<file path="src/rtl/multi_cycle_sequencer_if.sv">
// Control/handshake bundle between the multi-cycle sequencer and its datapath.
// slave = sequencer side, master = datapath/driver side.
interface multi_cycle_sequencer_if;
  logic        start;
  logic [5:0]  Opcode;
  logic        mem_ready;
  logic        PCWrite;
  logic        PCWriteCond;
  logic [1:0]  PCSource;
  logic        IorD;
  logic        MemRead;
  logic        MemWrite;
  logic        IRWrite;
  logic        RegDst;
  logic        RegWrite;
  logic        MemToReg;
  logic        ALUSrcA;
  logic [1:0]  ALUSrcB;
  logic        SignExtend;
  logic [3:0]  ALUOp;
  logic [3:0]  state;
  logic        error;
  logic [1:0]  err_code;
  logic [31:0] retired;

  modport slave (
    input  start, Opcode, mem_ready,
    output PCWrite, PCWriteCond, PCSource, IorD, MemRead, MemWrite, IRWrite,
           RegDst, RegWrite, MemToReg, ALUSrcA, ALUSrcB, SignExtend, ALUOp,
           state, error, err_code, retired
  );

  modport master (
    output start, Opcode, mem_ready,
    input  PCWrite, PCWriteCond, PCSource, IorD, MemRead, MemWrite, IRWrite,
           RegDst, RegWrite, MemToReg, ALUSrcA, ALUSrcB, SignExtend, ALUOp,
           state, error, err_code, retired
  );
endinterface

</file>
<file path="src/rtl/multi_cycle_sequencer.sv">
// Moore sequencer for the shared multi-cycle MIPS datapath. One state per
// cycle, stalls in FETCH/MEMRD/MEMWR until mem_ready, traps illegal opcodes
// and memory timeouts into a sticky ERROR state, counts retired instructions.
module multi_cycle_sequencer #(
  parameter int MEM_TIMEOUT = 16,  // 0 disables the timeout
  parameter int TW          = 5
) (
  input logic              clk,
  input logic              reset,
  multi_cycle_sequencer_if.slave bus
);

  typedef enum logic [3:0] {
    S_IDLE   = 4'd0,  S_FETCH  = 4'd1,  S_DECODE = 4'd2,  S_MEMADR = 4'd3,
    S_MEMRD  = 4'd4,  S_MEMWB  = 4'd5,  S_MEMWR  = 4'd6,  S_EXEC_R = 4'd7,
    S_RWB    = 4'd8,  S_EXEC_I = 4'd9,  S_IWB    = 4'd10, S_BRANCH = 4'd11,
    S_JUMP   = 4'd12, S_ERROR  = 4'd13
  } state_t;

  localparam logic [TW-1:0] LAST_WAIT = TW'(MEM_TIMEOUT - 1);

  state_t      state_q, state_d;
  logic [TW-1:0] cnt_q, cnt_d;
  logic [1:0]  err_code_q, err_code_d;
  logic [31:0] retired_q, retired_d;
  logic        wait_st, timeout;

  assign wait_st = (state_q == S_FETCH) || (state_q == S_MEMRD) || (state_q == S_MEMWR);
  // Ready in the last allowed cycle takes priority, hence the !mem_ready term.
  assign timeout = (MEM_TIMEOUT != 0) && (cnt_q == LAST_WAIT) && !bus.mem_ready;

  // State, wait counter, fault code and retire counter registers.
  always_ff @(posedge clk or posedge reset) begin
    if (reset) begin
      state_q    <= S_IDLE;
      cnt_q      <= '0;
      err_code_q <= 2'b00;
      retired_q  <= '0;
    end else begin
      state_q    <= state_d;
      cnt_q      <= cnt_d;
      err_code_q <= err_code_d;
      retired_q  <= retired_d;
    end
  end

  // Next-state: dispatch, memory stalls, faults and retirement.
  // The counter is zero in every non-wait state, so it is already clear on entry.
  always_comb begin
    state_d    = state_q;
    cnt_d      = '0;
    err_code_d = err_code_q;
    retired_d  = retired_q;
    if (wait_st && !bus.mem_ready) cnt_d = cnt_q + 1'b1;
    case (state_q)
      S_IDLE:   if (bus.start) state_d = S_FETCH;
      S_FETCH: begin
        if (bus.mem_ready) state_d = S_DECODE;
        else if (timeout) begin state_d = S_ERROR; err_code_d = 2'b10; end
      end
      S_DECODE: begin
        case (bus.Opcode) inside
          6'b000000:                state_d = S_EXEC_R;
          6'b100011, 6'b101011:     state_d = S_MEMADR;
          6'b000100:                state_d = S_BRANCH;
          6'b000010:                state_d = S_JUMP;
          [6'b001000:6'b001110]:    state_d = S_EXEC_I;
          default: begin state_d = S_ERROR; err_code_d = 2'b01; end
        endcase
      end
      S_MEMADR: state_d = (bus.Opcode == 6'b101011) ? S_MEMWR : S_MEMRD;
      S_MEMRD: begin
        if (bus.mem_ready) state_d = S_MEMWB;
        else if (timeout) begin state_d = S_ERROR; err_code_d = 2'b10; end
      end
      S_MEMWR: begin
        if (bus.mem_ready) begin state_d = S_FETCH; retired_d = retired_q + 1; end
        else if (timeout) begin state_d = S_ERROR; err_code_d = 2'b10; end
      end
      S_EXEC_R: state_d = S_RWB;
      S_EXEC_I: state_d = S_IWB;
      S_MEMWB, S_RWB, S_IWB, S_BRANCH, S_JUMP: begin
        state_d   = S_FETCH;
        retired_d = retired_q + 1;
      end
      S_ERROR:  state_d = S_ERROR;
      default: begin state_d = S_ERROR; err_code_d = 2'b01; end
    endcase
  end

  // Moore control decode; FETCH also forwards mem_ready to the IR/PC loads.
  always_comb begin
    bus.PCWrite     = 1'b0;
    bus.PCWriteCond = 1'b0;
    bus.PCSource    = 2'b00;
    bus.IorD        = 1'b0;
    bus.MemRead     = 1'b0;
    bus.MemWrite    = 1'b0;
    bus.IRWrite     = 1'b0;
    bus.RegDst      = 1'b0;
    bus.RegWrite    = 1'b0;
    bus.MemToReg    = 1'b0;
    bus.ALUSrcA     = 1'b0;
    bus.ALUSrcB     = 2'b00;
    bus.SignExtend  = 1'b0;
    bus.ALUOp       = 4'b0000;
    case (state_q)
      S_FETCH: begin
        bus.MemRead = 1'b1;
        bus.ALUSrcB = 2'b01;
        bus.IRWrite = bus.mem_ready;
        bus.PCWrite = bus.mem_ready;
      end
      S_DECODE: begin bus.ALUSrcB = 2'b11; bus.SignExtend = 1'b1; end
      S_MEMADR: begin bus.ALUSrcA = 1'b1; bus.ALUSrcB = 2'b10; bus.SignExtend = 1'b1; end
      S_MEMRD:  begin bus.MemRead = 1'b1; bus.IorD = 1'b1; end
      S_MEMWB:  begin bus.RegWrite = 1'b1; bus.MemToReg = 1'b1; end
      S_MEMWR:  begin bus.MemWrite = 1'b1; bus.IorD = 1'b1; end
      S_EXEC_R: begin bus.ALUSrcA = 1'b1; bus.ALUOp = 4'b0010; end
      S_RWB:    begin bus.RegWrite = 1'b1; bus.RegDst = 1'b1; end
      S_EXEC_I: begin
        bus.ALUSrcA    = 1'b1;
        bus.ALUSrcB    = 2'b10;
        bus.ALUOp      = {1'b1, bus.Opcode[2:0]};
        bus.SignExtend = ~bus.Opcode[2];   // andi/ori/xori zero-extend
      end
      S_IWB:    bus.RegWrite = 1'b1;
      S_BRANCH: begin
        bus.ALUSrcA     = 1'b1;
        bus.ALUOp       = 4'b0001;
        bus.PCWriteCond = 1'b1;
        bus.PCSource    = 2'b01;
      end
      S_JUMP:   begin bus.PCWrite = 1'b1; bus.PCSource = 2'b10; end
      default: ;
    endcase
  end

  assign bus.state    = state_q;
  assign bus.error    = (state_q == S_ERROR);
  assign bus.err_code = err_code_q;
  assign bus.retired  = retired_q;

endmodule

</file>
<file path="src/flat_wrapper.sv">
// flat-port wrapper written by rule: the top's interface ports become plain ports
module multi_cycle_sequencer_flat 
#(
  parameter int MEM_TIMEOUT = 16,                           
  parameter int TW          = 5
)
  (clk, reset, bus_start, bus_Opcode, bus_mem_ready, bus_PCWrite, bus_PCWriteCond, bus_PCSource, bus_IorD, bus_MemRead, bus_MemWrite, bus_IRWrite, bus_RegDst, bus_RegWrite, bus_MemToReg, bus_ALUSrcA, bus_ALUSrcB, bus_SignExtend, bus_ALUOp, bus_state, bus_error, bus_err_code, bus_retired);
  multi_cycle_sequencer_if bus_i ();
  input logic clk;
  input logic reset;
  input wire logic [$bits(bus_i.start)-1:0] bus_start;
  input wire logic [$bits(bus_i.Opcode)-1:0] bus_Opcode;
  input wire logic [$bits(bus_i.mem_ready)-1:0] bus_mem_ready;
  output wire logic [$bits(bus_i.PCWrite)-1:0] bus_PCWrite;
  output wire logic [$bits(bus_i.PCWriteCond)-1:0] bus_PCWriteCond;
  output wire logic [$bits(bus_i.PCSource)-1:0] bus_PCSource;
  output wire logic [$bits(bus_i.IorD)-1:0] bus_IorD;
  output wire logic [$bits(bus_i.MemRead)-1:0] bus_MemRead;
  output wire logic [$bits(bus_i.MemWrite)-1:0] bus_MemWrite;
  output wire logic [$bits(bus_i.IRWrite)-1:0] bus_IRWrite;
  output wire logic [$bits(bus_i.RegDst)-1:0] bus_RegDst;
  output wire logic [$bits(bus_i.RegWrite)-1:0] bus_RegWrite;
  output wire logic [$bits(bus_i.MemToReg)-1:0] bus_MemToReg;
  output wire logic [$bits(bus_i.ALUSrcA)-1:0] bus_ALUSrcA;
  output wire logic [$bits(bus_i.ALUSrcB)-1:0] bus_ALUSrcB;
  output wire logic [$bits(bus_i.SignExtend)-1:0] bus_SignExtend;
  output wire logic [$bits(bus_i.ALUOp)-1:0] bus_ALUOp;
  output wire logic [$bits(bus_i.state)-1:0] bus_state;
  output wire logic [$bits(bus_i.error)-1:0] bus_error;
  output wire logic [$bits(bus_i.err_code)-1:0] bus_err_code;
  output wire logic [$bits(bus_i.retired)-1:0] bus_retired;
  assign bus_i.start = bus_start;
  assign bus_i.Opcode = bus_Opcode;
  assign bus_i.mem_ready = bus_mem_ready;
  assign bus_PCWrite = bus_i.PCWrite;
  assign bus_PCWriteCond = bus_i.PCWriteCond;
  assign bus_PCSource = bus_i.PCSource;
  assign bus_IorD = bus_i.IorD;
  assign bus_MemRead = bus_i.MemRead;
  assign bus_MemWrite = bus_i.MemWrite;
  assign bus_IRWrite = bus_i.IRWrite;
  assign bus_RegDst = bus_i.RegDst;
  assign bus_RegWrite = bus_i.RegWrite;
  assign bus_MemToReg = bus_i.MemToReg;
  assign bus_ALUSrcA = bus_i.ALUSrcA;
  assign bus_ALUSrcB = bus_i.ALUSrcB;
  assign bus_SignExtend = bus_i.SignExtend;
  assign bus_ALUOp = bus_i.ALUOp;
  assign bus_state = bus_i.state;
  assign bus_error = bus_i.error;
  assign bus_err_code = bus_i.err_code;
  assign bus_retired = bus_i.retired;
  multi_cycle_sequencer #(.MEM_TIMEOUT(MEM_TIMEOUT), .TW(TW)) u_core (.clk(clk), .reset(reset), .bus(bus_i));
endmodule
</file>
<file path="config.mk">
export PLATFORM = sky130hd
export DESIGN_NAME = multi_cycle_sequencer_flat
export DESIGN_NICKNAME = d
export VERILOG_FILES = /design/src/rtl/multi_cycle_sequencer_if.sv /design/src/rtl/multi_cycle_sequencer.sv /design/src/flat_wrapper.sv
export SDC_FILE = /design/constraint.sdc
export NUM_CORES = 1
export LEC_CHECK = 0
export ABC_AREA = 1
export CAP_MARGIN = 20
export CORE_ASPECT_RATIO = 1.75
export CORE_UTILIZATION = 35
export DETAILED_ROUTE_END_ITERATION = 12
export GPL_ROUTABILITY_DRIVEN = 0
export GPL_TIMING_DRIVEN = 0
export SLEW_MARGIN = 10
export SYNTH_ARGS = -nofsm -noshare
export SYNTH_HDL_FRONTEND = slang
export SYNTH_SLANG_ARGS = --single-unit
</file>
<file path="constraint.sdc">
create_clock -name clk -period 3.5 [get_ports clk]
set_clock_uncertainty 0.2 [all_clocks]
set_input_delay 0.525 -clock clk [delete_from_list [all_inputs] [get_ports clk]]
set_output_delay 0.525 -clock clk [all_outputs]
set_load 0.05 [all_outputs]
</file>
# --- Word-level counts from Yosys, hierarchy flattened ---
# Cells that the tools add are included.
classes:
  n_addsub: 2
  order_cmp: 2
  n_eq_ne: 27
  mux: 37
  bitwise: 2
  n_reduce_logical: 21
ops:
  columns: ["cell", "count"]
  rows:
  - ["$pmux 32 s2", 1]
  - ["$mux 4", 9]
  - ["$pmux 4 s9", 1]
  - ["$add 32x1->32 const B", 1]
  - ["$mux 32", 1]
  - ["$eq 4x4->1 const B", 6]
  - ["$eq 4x3->1 const B", 4]
  - ["$mux 2", 8]
  - ["$ne 2x2->1 const B", 8]
  - ["$eq 6x6->1 const B", 2]
  - ["$pmux 2 s3", 2]
  - ["$pmux 4 s3", 1]
  - ["$reduce_or 10->1", 1]
  - ["$reduce_or 2->1", 5]
  - ["$mux 1", 9]
  - ["$eq 4x2->1 const B", 2]
  - ["$reduce_and 8->1", 1]
  - ["$eq 6x2->1 const B", 1]
  - ["$eq 6x3->1 const B", 1]
  - ["$ge 6x4->1 const B", 1]
  - ["$le 6x4->1 const B", 1]
  - ["$logic_not 6->1", 1]
  - ["$reduce_or 3->1", 2]
  - ["$add 5x1->5 const B", 1]
  - ["16 further kinds", 21]
word_totals:
  reg_bits: 43
  in_bits: 10
  output_inout_bits: 58
  wordCells: 95

# --- Longest topological paths before layout ---
# Gate-level depths: netlist of the first run.
depth:
  word_depth: 8
  ltp_mapped: 11
  mapped_depth_nobuf: 10

# --- Least setup slack after synthesis of the first run ---
# Ideal clock, no wire load.
synth_timing:
  kind: "reg-to-output"
  start: "register u_core.state_q[3], in the netlist u_core.bus.state[3]"
  end: "output port bus_ALUOp[0]"
  t_arrival_ns: 3.070
  required_time_ns: 2.775
  path_slack_ns: -0.295
  path_stages_with_launch: 7
  n_path_buf: 0
  cell_sequence: "dfrtp_1 > inv_2 > nor2_2 > inv_1 > nor2_1 > inv_1 > o21ai_0"
synth_via:
  elab_chain_cells: 2
  word_cells_on_any_way: 4
synth_lines:
  columns: ["item", "line_no", "rtl"]
  rows:
  - ["from (decl)", "multi_cycle_sequencer.sv:22", "state_t state_q, state_d;"]
  - ["from (signal assigned)", "multi_cycle_sequencer.sv:40", "state_q <= state_d;"]
  - ["$eq 4x4->1 or $eq 4x3->1 (tied branches)", "multi_cycle_sequencer.sv:107", "case (state_q)"]
  - ["$pmux 4 s3 (*)", "multi_cycle_sequencer.sv:107", null]
  - ["to (decl)", "flat_wrapper.sv:27", "output wire logic [$bits(bus_i.ALUOp)-1:0] bus_ALUOp;"]
# Mark *: on every way between the ends. The rest lies on a longest branch, timed or not.

# --- Worst setup path in the final report of the first run ---
layout_timing:
  start: "register u_core.state_q[3], in the netlist u_core.bus.state[3]"
  end: "output port bus_SignExtend"
layout_via:
  elab_chain_cells: 3
  word_cells_on_any_way: 5
layout_lines:
  columns: ["item", "line_no", "rtl"]
  rows:
  - ["$eq 4x2->1", "multi_cycle_sequencer.sv:107", null]
  - ["$reduce_or 2->1 (no line)", null, null]
  - ["$pmux 1 s2 (*)", "multi_cycle_sequencer.sv:107", null]
  - ["to (decl)", "flat_wrapper.sv:26", "output wire logic [$bits(bus_i.SignExtend)-1:0] bus_SignExtend;"]
# Marked as above.

==> summary.md, run 1 <==
| Metric | Value |
|---|---|
| Syn Area/Cell | 6.55 um2 |
| Post-route ant nets | 0 |
| Number of port buffers | 67 |
| Total gr overflow | 0 |
| Final Max Slew Viols | 0 |
| Hold Startpoint | u_core.cnt_q[0]$_DFF_PP0_ |
| Min Tclk post-route | 3.14 ns |
| Sequential-to-total area share from yosys stat | 0.365 |
| Syn Nets | 463 |
| Hold path depth | 1 |
| Via count | 3111 |
| Kind of critical path | reg -> out |
| Asr flop ratio synth | 1.00 |
| Diodes inserted | 0 |
| Tot Pwr | 0.00114 W |
| Post-Route WL | 8580 um |
| Die area | 0.00881 mm2 |
| H-tree depth | 2 |
| Largest net degree at the start of global routing | 28 |
| Post-synth EDFFs | 0 |
| Top FF cell, synth | dfrtp_1 |
| Core area | 0.00820 mm2 |
| WL/cell | 13.9 um |
| Clock power share | 0.532 |
| Clock latency on the worst-skew pair | 0.29 ns |
| # hold bufs at CTS | 0 |
| RSZ-0062 raised after global routing | no |
| DRC | 8 |
| Leak Pwr | 1.79 nW |
| Vias in the first global route | 3041 |
| Starting Density | 0.359 |
| Postcts setup bufs | 0 |
| Nets@finish | 538 |
| Max Cap Viol | 0 |
| Worst Hold End | u_core.cnt_q[0]$_DFF_PP0_ |
| CP Buf/Inv Count | 4 |
| Tcrit/Tclk final | 0.898 |
| Status | finished with violations |
| Vias/cell | 5.03 |
| DP Area | 0.00375 mm2 |
| Critical Path Start Type | flip-flop |
| Failing checks | DRC |
| FF-to-FF setup slack | 1.35 ns |
| Max FO, Critical Path | 6 |
| Syn-to-layout area delta | 33.9% |
| Max Fclk | 318 MHz |
| CTS Buf Count | 5 |
| Worst endpoint required time | 2.77 ns |
| Slew @ Worst Pin | 0.617 ns |
| Yosys warnings | 0 |
| Cell Area, Synth | 0.00295 mm2 |
| DR iter-0 viols | 171 |
| All-layer global routing usage | 0.208 |
| Most frequent CP cell | inv_1 |
| Final setup fails | 0 |
| Layout cells sized above 1 | 0.0665 |
| Global-route wire length before repair | 13800 um |
| Die width | 71.4 um |
| Worst EP arrival | 2.42 ns |
| Worst Setup End Kind | output port |
| Cts repair resizes | 0 |
| Comb pwr share | 0.032 |
| Yosys reg bits | 43 |
| FP Rows | 44 |
| CTS tree | built |
| DRT Pass-1 Iters | 9 |
| Reg2Reg Depth | 10 |
| Psw | 0.000221 W |
| Root buffer cell | clkbuf_16 |
| VDD IR-drop max | 223 uV |
| CTS sink count | 43 |
| Worst-path clk slew | 0.06 ns |
| Relative slew slack | 0.585 |
| Antenna violations before repair | 0 |
| Final hold vios | 0 |
| Post-synth cell types | 28 |
| Post-route cell area | 0.00395 mm2 |
| RR Startpoint | u_core.bus.retired[0]$_DFFE_PP0P_ |
| Delay-heaviest family, CP | buffers and inverters |
| Number of top-level pins | 68 |
| Die Y | 123 um |
| P_int | 0.000920 W |
| Mapped Cells | 450 |
| Switching Fraction | 0.194 |
| Max incr delay on CP | 0.82 ns |
| HPWL after DPL | 6880 um |
| Reg power frac | 0.435 |
| Clock buffer depth | 2 |
| Critical path's slowest cell | clkdlybuf4s50_1 |
| Reg2reg end | u_core.bus.retired[30]$_DFFE_PP0P_ |
| Worst hold path class | reg -> reg |
| Power per Cell Area | 289 mW/mm2 |
| Crit-path cells | inv_2 -> nor2_2 -> inv_1 -> nor2_1 -> inv_1 -> o21ai_0 -> clkdlybuf4s50_1 |
per-layer routing:
layer / routed length (um) / GRT usage / vias up
met5: 0 / 0 / -
met4: 437 / 0.140 / 0
met3: 261 / 0.0285 / 26
met2: 4630 / 0.399 / 82
met1: 3250 / 0.200 / 1441
li1: - / - / 1562
area by class of cell:
class,instances,area [um2]
buffer,7,57.6
fill,863,4260
inverter,58,218
clock inverter,3,67.6
tap,92,115
timing repair buffer,68,691
clock buffer,5,125
sequential,43,1080
multi-input combinational,342,1600
power groups by stage:
stage	sequential [W]	clock, W	combinational [W]
6_report	0.000497	0.000607	0.0000370
3_3_place_gp	0.000506	0	0.0000342
5_1_grt	0.000497	0.000635	0.0000422
2_1_floorplan	0.000506	0	0.0000161
4_1_cts	0.000497	0.000619	0.0000380
3_5_place_dp	0.000506	0	0.0000380
kinds of logic after synthesis:
kind of cell               count (synthesis)  share of synthesized area
adders and majority gates                  3                     0.0127
xor gates and xnor gates                  16                     0.0475
buffers and inverters                     65                     0.0934
and+or+nand+nor                          297                      0.431
AOI/OAI and AO/OA                         26                     0.0501
DFF                                       43                      0.365
cells in the final DEF, fill, tap and decap left out:
| cell type | instances |
|---|---|
| o211ai_1 | 2 |
| xnor2_1 | 4 |
| nor3_1 | 17 |
| a22oi_2 | 1 |
| inv_1 | 52 |
| nand4_1 | 10 |
| a21oi_1 | 4 |
| o32ai_1 | 1 |
| nor2_4 | 1 |
| nand3_4 | 1 |
| and3_1 | 2 |
| o22ai_1 | 1 |
| ha_1 | 3 |
| nand2_2 | 3 |
| o21ai_0 | 10 |
| clkdlybuf4s50_1 | 67 |
| nor2_2 | 4 |
| inv_2 | 6 |
| buf_4 | 4 |
| dfrtp_1 | 43 |
| buf_12 | 1 |
| o21ai_1 | 7 |
| clkbuf_16 | 5 |
| buf_2 | 1 |
| nand3_1 | 23 |
| nand2_1 | 167 |
| xor2_1 | 12 |
| clkinvlp_4 | 1 |
| nor2_1 | 61 |
| bufinv_16 | 2 |
| nand3b_1 | 5 |
| nor3_2 | 3 |
| buf_6 | 2 |
Yosys cell counts, types with 4 or more instances:
| master | count | area (um2) |
|---|---|---|
| xor2_1 | 12 | 105 |
| o21ai_1 | 7 | 35.0 |
| nor2_1 | 61 | 229 |
| nor2_2 | 4 | 25.0 |
| inv_1 | 53 | 199 |
| nand2_1 | 167 | 627 |
| nand3b_1 | 5 | 37.5 |
| buf_4 | 4 | 30.0 |
| xnor2_1 | 4 | 35.0 |
| nand4_1 | 10 | 62.6 |
| o21ai_0 | 10 | 50.1 |
| nand3_1 | 23 | 115 |
| inv_2 | 5 | 18.8 |
| nor3_1 | 17 | 85.1 |
| dfrtp_1 | 43 | 1080 |
| a21oi_1 | 4 | 20.0 |
sequential cells by signal, indices dropped and copies added, names as in the netlist:
signal,cells
u_core.cnt_q,5
u_core.bus.retired,32
u_core.bus.err_code,2
u_core.bus.state,4
metrics by stage:
| step | hold WS, ns | setup WS (ns) | std cells | util | TNS (ns) |
|---|---|---|---|---|---|
| 2_1_floorplan | 0.232 | -0.295 | 450 | - | -0.589 |
| 3_3_place_gp | 0.250 | 0.513 | 609 | 0.455 | 0 |
| 3_5_place_dp | 0.257 | 0.496 | 610 | 0.458 | 0 |
| 4_1_cts | 0.265 | 0.338 | 618 | 0.481 | 0 |
| 5_1_grt | 0.287 | 0.198 | 618 | 0.481 | 0 |
| 6_report | 0.259 | 0.356 | 618 | 0.481 | 0 |
worst max-delay path by stage:
stage | start | to | cells past startpoint
final | u_core.bus.state[3]$_DFFE_PP0P_ | bus_SignExtend | 7
after floorplan | u_core.bus.state[3]$_DFFE_PP0P_ | bus_ALUOp[0] | 6
after global routing | u_core.bus.state[3]$_DFFE_PP0P_ | bus_ALUOp[0] | 7
after global placement | bus_mem_ready | bus_PCWrite | 4
after detailed placement | bus_mem_ready | bus_PCWrite | 4
after CTS | u_core.bus.state[3]$_DFFE_PP0P_ | bus_SignExtend | 7
No activity file was read; power rests on OpenSTA's default activity.
==> inputs of run 2 (changes only) <==
--- a/config.mk
+++ b/config.mk
@@ -7,7 +7,7 @@
 export LEC_CHECK = 0
 export ABC_AREA = 1
 export CAP_MARGIN = 20
-export CORE_ASPECT_RATIO = 1.75
+export CORE_ASPECT_RATIO = 0.5
 export CORE_UTILIZATION = 35
 export DETAILED_ROUTE_END_ITERATION = 12
 export GPL_ROUTABILITY_DRIVEN = 0
==> summary.md, run 2 (synthesis results as in run 1) <==
| Metric | Value |
|---|---|
| Status | finished, final reports clean (was finished with violations) |
| Antenna violations before repair | 0 (unchanged) |
| Worst Setup End Kind | output port (unchanged) |
| Leak Pwr | 1.77 nW (was 1.79 nW) |
| # fillers | 810 (was 863) |
| FF-to-FF setup slack | 1.48 ns (was 1.35 ns) |
| CP Buf/Inv Count | 3 (was 4) |
| Core area | 0.00809 mm2 (was 0.00820 mm2) |
| Critical Path Start Type | flip-flop (unchanged) |
| Diodes inserted | 0 (unchanged) |
| FP Rows | 23 (was 44) |
| Worst hold path class | reg -> reg (unchanged) |
| Final Max Slew Viols | 0 (unchanged) |
| Worst EP arrival | 2.38 ns (was 2.42 ns) |
| Vias/cell | 4.72 (was 5.03) |
| WL/cell | 12.3 um (was 13.9 um) |
| Max reg flops | 32 (unchanged) |
| Most frequent cells in the layout | nand2_1 (167), clkdlybuf4s50_1 (67), nor2_1 (61) (unchanged) |
| Max FO, Critical Path | 7 (was 6) |
| Post-route ant nets | 0 (unchanged) |
| Number of top-level pins | 68 (unchanged) |
| Delay-heaviest family, CP | buffers and inverters (unchanged) |
| H-tree depth | 2 (unchanged) |
| Min Tclk post-route | 3.11 ns (was 3.14 ns) |
| RSZ-0062 raised after global routing | no (unchanged) |
| Syn-to-layout area delta | 32.9% (was 33.9%) |
| Final hold vios | 0 (unchanged) |
| Worst-path clk slew | 0.06 ns (about the same) |
| CTS sink count | 43 (unchanged) |
| Fin Hold WS | 0.259 ns (about the same) |
| Cts repair resizes | 0 (unchanged) |
| Crit-path cells | nor2_2 -> inv_1 -> nor2_1 -> inv_1 -> o21ai_0 -> clkdlybuf4s50_1 (was inv_2 -> nor2_2 -> inv_1 -> nor2_1 -> inv_1 -> o21ai_0 -> clkdlybuf4s50_1) |
| # hold bufs at CTS | 0 (unchanged) |
| Clock latency on the worst-skew pair | 0.29 ns (about the same) |
| Root buffer cell | clkbuf_16 (unchanged) |
| Worst endpoint required time | 2.77 ns (about the same) |
| Final setup fails | 0 (unchanged) |
| Layout cells sized above 1 | 0.0627 (was 0.0665) |
| Largest net degree at the start of global routing | 34 (was 28) |
| Max incr delay on CP | 0.83 ns (was 0.82 ns) |
| Finished Layout Cells | 638 (was 618) |
| Reg2reg end | u_core.bus.retired[30]$_DFFE_PP0P_ (unchanged) |
| RR Startpoint | u_core.bus.retired[0]$_DFFE_PP0P_ (unchanged) |
| Max Fclk | 322 MHz (was 318 MHz) |
| CTS Buf Count | 5 (unchanged) |
| Via count | 3010 (was 3111) |
| Tcrit/Tclk final | 0.889 (was 0.898) |
| Die area | 0.00882 mm2 (was 0.00881 mm2) |
| Die Y | 66.9 um (was 123 um) |
| Kind of critical path | reg -> out (unchanged) |
| Reg2Reg Depth | 10 (unchanged) |
| Max Cap Viol | 0 (unchanged) |
| CTS tree | built (unchanged) |
| Fin util | 0.484 (was 0.481) |
| Power per Cell Area | 252 mW/mm2 (was 289 mW/mm2) |
| Number of port buffers | 67 (unchanged) |
| Slew @ Worst Pin | 0.510 ns (was 0.617 ns) |
| Starting Density | 0.365 (was 0.359) |
| HPWL after DPL | 6150 um (was 6880 um) |
| Total gr overflow | 0 (unchanged) |
| Worst Slack Setup Final | 0.390 ns (was 0.356 ns) |
| Most frequent CP cell | inv_1 (unchanged) |
| Nets@finish | 538 (unchanged) |
| Critical path's slowest cell | clkdlybuf4s50_1 (unchanged) |
| Hold Startpoint | u_core.cnt_q[0]$_DFF_PP0_ (unchanged) |
| Post-Route WL | 7870 um (was 8580 um) |
| DRC | 0 (was 8) |
| Clock buffer depth | 2 (unchanged) |
| Placed insts | 630 (was 610) |
| Die width | 132 um (was 71.4 um) |
| Hold path depth | 1 (unchanged) |
| Worst Hold End | u_core.cnt_q[0]$_DFF_PP0_ (unchanged) |
| DR iter-0 viols | 194 (was 171) |
| Commonest non-fill, non-tap cell in the layout | nand2_1 (unchanged) |
| DRT Pass-1 Iters | 4 (was 9) |
| Vias in the first global route | 2727 (was 3041) |
| Global-route wire length before repair | 13200 um (was 13800 um) |
| VDD IR-drop max | 155 uV (was 223 uV) |
| All-layer global routing usage | 0.192 (was 0.208) |
| Relative slew slack | 0.659 (was 0.585) |
| Postcts setup bufs | 0 (unchanged) |
| Post-placement setup slack | 0.505 ns (was 0.496 ns) |
run 2: cell types whose count changed in the layout (fill, tap and decap cells not counted):
| cell | change |
|---|---|
| clkinvlp_4 | -1 |
| bufinv_16 | -2 |
| clkinv_2 | +1 |
| clkbuf_1 | +2 |
run 2: worst reg2reg max path, cell delays in order (launching register included):
cell,delay (ns)
dfrtp_1,0.47
ha_1,0.26
nand2_1,0.10
nor3_2,0.38
inv_1,0.08
nor2_1,0.17
nand2_1,0.07
nand2_1,0.05
nand2_1,0.05
nand2_1,0.05
nand2_1,0.04
run 2: metrics by stage:
stage	power (W)	instance area, um2	TNS, ns
3_3_place_gp	0.000541	3760	0
2_1_floorplan	0.000522	2950	-0.589
5_1_grt	0.00103	3920	0
3_5_place_dp	0.000543	3780	0
6_report	0.000988	3920	0
4_1_cts	0.00101	3920	0
run 2: layer usage:
layer	routed length [um]	track usage	vias up
li1	-	-	1566
met1	4050	0.265	1374
met2	3420	0.310	68
met3	370	0.0373	2
met4	30	0.0480	0
met5	0	0	-
run 2: power by group:
part | internal (W) | total, W | switching [W]
logic | 0.0000144 | 0.0000364 | 0.0000220
clock network | 0.000264 | 0.000455 | 0.000191
registers | 0.000497 | 0.000497 | 0
total | 0.000775 | 0.000988 | 0.000213
run 2: worst max-delay path by stage:
stage / end / startpoint / depth (start not counted) / slack, ns
after CTS: bus_ALUOp[0] / u_core.bus.state[2]$_DFFE_PP0P_ / 6 / 0.38
after global placement: bus_PCWrite / bus_mem_ready / 4 / 0.50
after detailed placement: bus_PCWrite / bus_mem_ready / 4 / 0.50
final: bus_SignExtend / u_core.bus.state[2]$_DFFE_PP0P_ / 6 / 0.39
after floorplan: bus_ALUOp[0] / u_core.bus.state[3]$_DFFE_PP0P_ / 6 / -0.29
after global routing: bus_SignExtend / u_core.bus.state[3]$_DFFE_PP0P_ / 7 / 0.19
run 2: layout make-up:
cell class / count / area, um2 / area share
multi-input combinational: 342 / 1600 / 0.408
timing repair buffer: 68 / 691 / 0.176
buffer: 7 / 57.6 / 0.0147
inverter: 58 / 218 / 0.0556
clock buffer: 7 / 133 / 0.0339
sequential: 43 / 1080 / 0.275
tap: 112 / 140 / 0.0358
clock inverter: 1 / 5.00 / 0.00128
